$ cat src/rtl/norm_scheduler.sv
// norm_scheduler: round-robin front end that shares one multi-cycle,
// non-pipelined direction-normalization unit among NUM_REQ requesters.
// Zero vectors are answered locally because the unit never completes them.
// Every job in WAIT is bounded by TIMEOUT cycles and ends with an error
// response if the unit does not answer in time.
//
// Handshake summary:
//   req/gnt         : a requester holds req high until it sees its one-cycle
//                     gnt pulse; dir_in is captured on the granting edge.
//   norm_start      : one-cycle pulse, only raised while norm_idle=1; norm_dir
//                     stays stable until the scheduler returns to IDLE.
//   norm_valid      : single-cycle result strobe; only honoured in WAIT.
//   rsp_valid       : one-hot, one-cycle pulse to the job owner; rsp_zero and
//                     rsp_err qualify it and otherwise keep their last value.
module norm_scheduler #(
  parameter int WIDTH   = 32,
  parameter int Q_BITS  = 16,
  parameter int NUM_REQ = 3,
  parameter int TIMEOUT = 256
) (
  input  logic                       clk,
  input  logic                       reset,
  input  logic [NUM_REQ-1:0]         req,
  input  logic [NUM_REQ*3*WIDTH-1:0] dir_in,
  output logic [NUM_REQ-1:0]         gnt,
  output logic [NUM_REQ-1:0]         rsp_valid,
  output logic [3*WIDTH-1:0]         rsp_dir,
  output logic                       rsp_zero,
  output logic                       rsp_err,
  output logic                       busy,
  output logic                       norm_start,
  output logic [3*WIDTH-1:0]         norm_dir,
  input  logic                       norm_idle,
  input  logic                       norm_valid,
  input  logic [3*WIDTH-1:0]         norm_result
);

  localparam int VW  = 3 * WIDTH;
  localparam int IDW = (NUM_REQ > 1) ? $clog2(NUM_REQ) : 1;
  localparam int TW  = $clog2(TIMEOUT + 1);

  typedef enum logic [1:0] {
    S_IDLE  = 2'd0,
    S_ISSUE = 2'd1,
    S_WAIT  = 2'd2
  } state_t;

  state_t           state_q, state_d;
  logic [IDW-1:0]   ptr_q, ptr_d;
  logic [IDW-1:0]   id_q, id_d;
  logic [TW-1:0]    timer_q, timer_d;

  logic [NUM_REQ-1:0] gnt_d, rsp_valid_d;
  logic [VW-1:0]      rsp_dir_d, norm_dir_d;
  logic               rsp_zero_d, rsp_err_d, norm_start_d, busy_d;

  // Round-robin search result
  logic               win_found;
  logic [IDW-1:0]     win_idx;
  logic [IDW-1:0]     win_next;
  logic [IDW-1:0]     scan;

  // Pick the first asserted request at or after ptr, wrapping upward
  always_comb begin
    win_found = 1'b0;
    win_idx   = '0;
    scan      = '0;
    for (int k = 0; k < NUM_REQ; k++) begin
      scan = IDW'((int'(ptr_q) + k) % NUM_REQ);
      if (!win_found && req[scan]) begin
        win_found = 1'b1;
        win_idx   = scan;
      end
    end
    win_next = (win_idx == IDW'(NUM_REQ - 1)) ? '0 : win_idx + 1'b1;
  end

  // Next-state and next-output logic; every output is registered below
  always_comb begin
    state_d      = state_q;
    ptr_d        = ptr_q;
    id_d         = id_q;
    timer_d      = timer_q;
    gnt_d        = '0;
    rsp_valid_d  = '0;
    rsp_dir_d    = rsp_dir;
    rsp_zero_d   = rsp_zero;
    rsp_err_d    = rsp_err;
    norm_start_d = 1'b0;
    norm_dir_d   = norm_dir;

    case (state_q)
      S_IDLE: begin
        if (win_found) begin
          ptr_d      = win_next;
          id_d       = win_idx;
          norm_dir_d = dir_in[win_idx*VW +: VW];
          gnt_d      = NUM_REQ'(1) << win_idx;
          state_d    = S_ISSUE;
        end
      end

      S_ISSUE: begin
        if (norm_dir == '0) begin
          // Unit would never finish a zero vector: answer it here
          rsp_dir_d   = '0;
          rsp_zero_d  = 1'b1;
          rsp_err_d   = 1'b0;
          rsp_valid_d = NUM_REQ'(1) << id_q;
          state_d     = S_IDLE;
        end else if (norm_idle) begin
          // Waiting for norm_idle also drains any late result of a timed-out job
          norm_start_d = 1'b1;
          timer_d      = '0;
          state_d      = S_WAIT;
        end
      end

      S_WAIT: begin
        if (norm_valid) begin
          // A result on the timeout edge still counts as success
          rsp_dir_d   = norm_result;
          rsp_zero_d  = 1'b0;
          rsp_err_d   = 1'b0;
          rsp_valid_d = NUM_REQ'(1) << id_q;
          state_d     = S_IDLE;
        end else if (timer_q == TW'(TIMEOUT - 1)) begin
          rsp_dir_d   = '0;
          rsp_zero_d  = 1'b0;
          rsp_err_d   = 1'b1;
          rsp_valid_d = NUM_REQ'(1) << id_q;
          state_d     = S_IDLE;
        end else begin
          timer_d = timer_q + 1'b1;
        end
      end

      default: begin
        state_d = S_IDLE;
      end
    endcase

    busy_d = (state_d != S_IDLE);
  end

  // State, bookkeeping and output registers; reset discards any job in flight
  always_ff @(posedge clk or posedge reset) begin
    if (reset) begin
      state_q    <= S_IDLE;
      ptr_q      <= '0;
      id_q       <= '0;
      timer_q    <= '0;
      gnt        <= '0;
      rsp_valid  <= '0;
      rsp_dir    <= '0;
      rsp_zero   <= 1'b0;
      rsp_err    <= 1'b0;
      busy       <= 1'b0;
      norm_start <= 1'b0;
      norm_dir   <= '0;
    end else begin
      state_q    <= state_d;
      ptr_q      <= ptr_d;
      id_q       <= id_d;
      timer_q    <= timer_d;
      gnt        <= gnt_d;
      rsp_valid  <= rsp_valid_d;
      rsp_dir    <= rsp_dir_d;
      rsp_zero   <= rsp_zero_d;
      rsp_err    <= rsp_err_d;
      busy       <= busy_d;
      norm_start <= norm_start_d;
      norm_dir   <= norm_dir_d;
    end
  end

endmodule

$ cat config.mk
export PLATFORM = sky130hd
export DESIGN_NAME = norm_scheduler
export DESIGN_NICKNAME = d
export VERILOG_FILES = /design/src/rtl/norm_scheduler.sv
export SDC_FILE = /design/constraint.sdc
export NUM_CORES = 1
export LEC_CHECK = 0
export CAP_MARGIN = 20
export CORE_AREA = 3 3 228 230
export DETAILED_ROUTE_END_ITERATION = 16
export DIE_AREA = 0 0 231 233
export HOLD_SLACK_MARGIN = 0.1
export PLACE_DENSITY_LB_ADDON = 0.2
export SLEW_MARGIN = 20
export SYNTH_ARGS = -nofsm -noshare
export SYNTH_HDL_FRONTEND = slang
export SYNTH_SLANG_ARGS = --single-unit
$ cat constraint.sdc
create_clock -name clk -period 13.3 [get_ports clk]
set_input_delay 1.33 -clock clk [delete_from_list [all_inputs] [get_ports clk]]
set_output_delay 1.33 -clock clk [all_outputs]
set_load 0.005 [all_outputs]
After elaboration in Yosys (flattened, before gate mapping)
Cells that the tools add are included.
- flip-flop bits (word level): 217
- output and inout bits: 202
- word-level logic and storage cells: 92
- $mul: 1
- shifts and indexed selects: 3
- magnitude comparators: 3
- reduce and logical (&&, ||, !) cells: 11
- divide/modulo/power cells: 3
- $add $sub $neg: 4
- equal/unequal tests: 10
- multiplexer cells: 45
- operators by type and width (operator ; count):
    $mux 96 ; 3
    $shiftx 288x10->96 ; 1
    $pmux 96 s2 ; 1
    $logic_not 96->1 ; 1
    $mod 32x3->32 const B ; 2
    $mux 9 ; 4
    $mod 3x3->32 const B ; 1
    $mux 2 ; 9
    $pmux 9 s2 ; 1
    $mux 1 ; 15
    $mux 3 ; 5
    $ne 2x2->1 const B ; 5
    $add 9x1->9 const B ; 1
    $eq 9x8->1 const B ; 1
    $lt 2x3->1 const B ; 3
    $bmux 1 s2 ; 3
    $pmux 2 s3 ; 1
    $pmux 3 s2 ; 1
    $shl 1x2->3 const A ; 2
    $reduce_and 5->1 ; 1
    $eq 2x2->1 const B ; 2
    $mul 2x2->4 const B ; 1
    $pmux 1 s2 ; 2
    $reduce_bool 2->1 ; 2
    10 further kinds ; 12

Logic depth before layout (Yosys ltp)
- word-level depth: 13
- depth in mapped cells: 12
- mapped depth without buffers: 10

Least setup slack after synthesis
OpenSTA, ideal clock, no wires.
- path type: input-to-reg
- start point: input req[2]
- end point: register norm_dir[11]
- arrival: 2656 ps
- cell stages on the path: 9
- library setup time: 136 ps
- path slack: 10509 ps
- path through: nor2_1 > maj3_1 > a21oi_2 > nand2_2 > buf_2 > buf_2 > buf_2 > nand2_1 > o21ai_0
- word-level cells in the longest chain between the ends: 11
- elaborated cells on any way between the ends: 19
- RTL lines (what ; RTL line ; text):
    from (decl) ; 23 ; input logic [NUM_REQ-1:0] req,
    $bmux 1 s2 ; 70 ; if (!win_found && req[scan]) begin
    $mux 1 (not written as such) ; 70 ;
    $mux 1 ; 70 ;
    $logic_not 1->1 ; 70 ;
    $logic_and 1x1->1 ; 70 ;
    $mux 1 ; 70 ;
    $logic_not 1->1 ; 70 ;
    $logic_and 1x1->1 ; 70 ;
    $mux 2 ; 70 ;
    $mul 2x2->4 ; 97 ; norm_dir_d = dir_in[win_idx*VW +: VW];
    $shiftx 288x10->96 ; 97 ;
    to (signal assigned) ; 173 ; norm_dir <= norm_dir_d;
    to (decl) ; 32 ; output logic [3*WIDTH-1:0] norm_dir,
Several ways; a longest one is shown, not always the timed one. The select of a mux whose other input is x is not followed.
A chain may end at the register's enable or synchronous reset.

Worst setup path in the final report
- start point: register norm_dir[55]
- end point: register rsp_dir[4]
- word-level cells in the longest chain between the ends: 3
- RTL lines (what ; RTL line ; text):
    $logic_not 96->1 ; 104 ; if (norm_dir == '0) begin
    $ne 2x2->1 (no line) ; - ;
    $reduce_and 3->1 (no line) ; - ;
    to (signal assigned) ; 168 ; rsp_dir <= rsp_dir_d;
    to (decl) ; 27 ; output logic [3*WIDTH-1:0] rsp_dir,
No other way between the ends.

==> qor.yml <==
cts_resized: 0
ioPinCount: 593
post_dp_cell_area_um2: 16700
maxCapViolCount: 0
cp.depth: 7
synthFlopType: "dfrtp_1"
slew_viol_final: 0
status: "finished, final reports clean"
yosys_warnings: 0
drt_iter0_markers: 527
wl_per_cell_um: 20.9
critPathCapture: "rsp_dir[4]"
grt_pass1_vias: 10400
rr_startpoint: "norm_dir[55]"
final-setup-viol-count: 0
finalCriticalPeriod_ps: 4280
grt_max_degree: 198
vias: 10400
whs_ps: 478
synth_area_leader_cell: "dfrtp_1"
wl_um: 49500
cts_tree: "done"
grt_pass1_wl_um: 70000
clock_latency_ps: 550
synth_area_per_cell_um2: 9.16
cpPeakStageDelay_ps: 860
ys_async_sr_fraction: 1.00
post_cts_buffers: 0
worst_slew_pin_slew_ps: 1100
coreArea_um2: 50100
mostFrequentLayoutCells: "clkdlybuf4s50_1 (592), dfrtp_1 (217), o21ai_0 (182)"
die_area_um2: 53800
antenna_found_initial: 17
yosysTopAreaCellShare: 0.528
synth_nets: 1522
rows: 82
drc: 0
die_x_um: 231
max_freq_mhz: 234
worstReg2RegEnd: "rsp_dir[4]"
critPathBufInv: 1
critical_path.max_fanout: 100
hold_viol_final: 0
p_per_area_nw_per_um2: 215
clock_path_buffers: 3
cp_slowest_cell: "a41o_4"
setup.worst_path.start_class: "flop"
globalRouteTotalUtil: 0.174
drive_gt1_frac: 0.0397
n_fill_cell: 5209
postCtsHoldBufs: 0
nets: 2066
grt_overflow: 0
final_common_cell: "clkdlybuf4s50_1"
dp_hpwl_um: 38700
cts_buffers: 27
tns_ps: 0
fin_skew_ps: 15.8
ir_worst_vdd_mv: 0.164
vias_per_cell: 4.40
worst-setup-path-type: "reg2reg"
netlist_top_cells_area: "dfrtp_1 (53%), o21ai_0 (8.9%), a22o_1 (8.2%)"
end_kind: "flop"
place.gp.congestion: 0.809
cp-startpoint: "norm_dir[55]"
grt_setup_unrepaired: "false"
cp.arrival_ps: 4730
ys_seq_elements: 217
cp.required_ps: 13750
syn2layout_area_growth_pct: 72.4
p_leak_nw: 7.09
slew_headroom: 0.265
syn_inst: 1123
cp_top_family: "simple AND/OR/NAND/NOR gates"
start_util: 0.205
die_y_um: 233
synth-edff-count: 0
syn_area_um2: 10300
ys_seq_area_frac: 0.528
first_pass_iters: 5
min_path_cells: 1
design_area_um2: 17700
htreeDepth: 1
reg2reg_slack_ps: 9020
synth_cell_type_count: 45
detail-route-antenna-nets: 0
finalCritPeriodShare: 0.322
hp-class: "reg2reg"
cts-root-buf: "clkbuf_16"
finalPower_mw: 3.82
clock_sinks: 217
portBuffers: 592
rr_worst_depth: 7
worstPathCellList: "nor4_1, nand4_1, nor4_4, a41o_4, buf_4, nand3_1, o21ai_0"
cts.clk_slew.worst_paths_ps: 60
finish.utilization: 0.354
-- area by class of cell --
type	count	area, um^2	area share
clock buffers	43	846	0.0477
multi-input cells	708	4040	0.228
diodes	7	17.5	0.000988
flip-flops and latches	217	5430	0.306
clock inverters	6	123	0.00691
repair buffers	601	6010	0.339
inverters	112	428	0.0241
well taps	672	841	0.0474
-- worst register-to-register path, stage by stage (launching register included) --
cell and delay [ps]:
dfrtp_1 470, nor4_1 820, nand4_1 380, nor4_4 540, a41o_4 860, buf_4 790, nand3_1 200, o21ai_0 120
-- metal layers --
layer | part of all wire | vias up | track usage
met5 | 0.0022 | - | 0
met4 | 0.033 | 18 | 0.0633
met3 | 0.092 | 87 | 0.0610
met2 | 0.49 | 441 | 0.306
met1 | 0.38 | 4806 | 0.194
li1 | - | 5049 | -
-- cell usage after synthesis, types with 2 or more instances --
cell type,n
a21o_1,2
a21oi_1,101
a22o_1,96
and2_1,2
and3b_1,2
buf_2,24
buf_4,4
buf_6,10
clkbuf_1,46
dfrtp_1,217
ha_1,8
inv_1,112
nand2_1,115
nand2b_1,2
nand3_1,103
nand4_1,6
nor2_1,6
nor3_1,6
nor4_1,24
o21ai_0,182
o21ai_1,19
o2bb2ai_1,6
o32ai_1,3
or2_2,4
or3_1,3
-- worst min path at each step --
| stage | startpoint | end | slack (ps) |
|---|---|---|---|
| after floorplan | id_q[1] | rsp_valid[0] | 440 |
| after global placement | id_q[0] | rsp_valid[0] | 470 |
| after detailed placement | id_q[0] | rsp_valid[0] | 470 |
| after CTS | id_q[0] | rsp_valid[0] | 480 |
| after global routing | id_q[0] | rsp_valid[0] | 500 |
| final | id_q[0] | rsp_valid[0] | 480 |
-- registers in the layout (all words and copies together), names as in the netlist --
signal      count
rsp_err         1
gnt             3
norm_dir       96
id_q            2
rsp_dir        96
timer_q         9
state_q         2
rsp_zero        1
busy            1
ptr_q           2
norm_start      1
rsp_valid       3
-- logic make-up after synthesis --
| kind of cell | count (synthesis) | synth area share |
|---|---|---|
| buffers and inverters | 198 | 0.0840 |
| adder cells (fa/ha/maj) | 10 | 0.0118 |
| AO/OA/AOI/OAI | 419 | 0.247 |
| flip-flops | 217 | 0.528 |
| AND/OR/NAND/NOR | 278 | 0.129 |
| multiplexers | 1 | 0.000973 |
-- per-stage QoR --
step                      cells  worst slack (ps)
final                      2366              9020
after global routing       2366              8690
after CTS                  2358              8770
after detailed placement   2309              8830
after global placement     2309              8870
after floorplan            1123              6030
-- power breakdown --
part	switching [mW]	total, mW	internal, mW
Clock	0.299	0.793	0.493
Sequential	0.233	1.21	0.976
Combinational	0.894	1.82	0.926
Total	1.43	3.82	2.39
No activity file was read; power rests on OpenSTA's default activity.
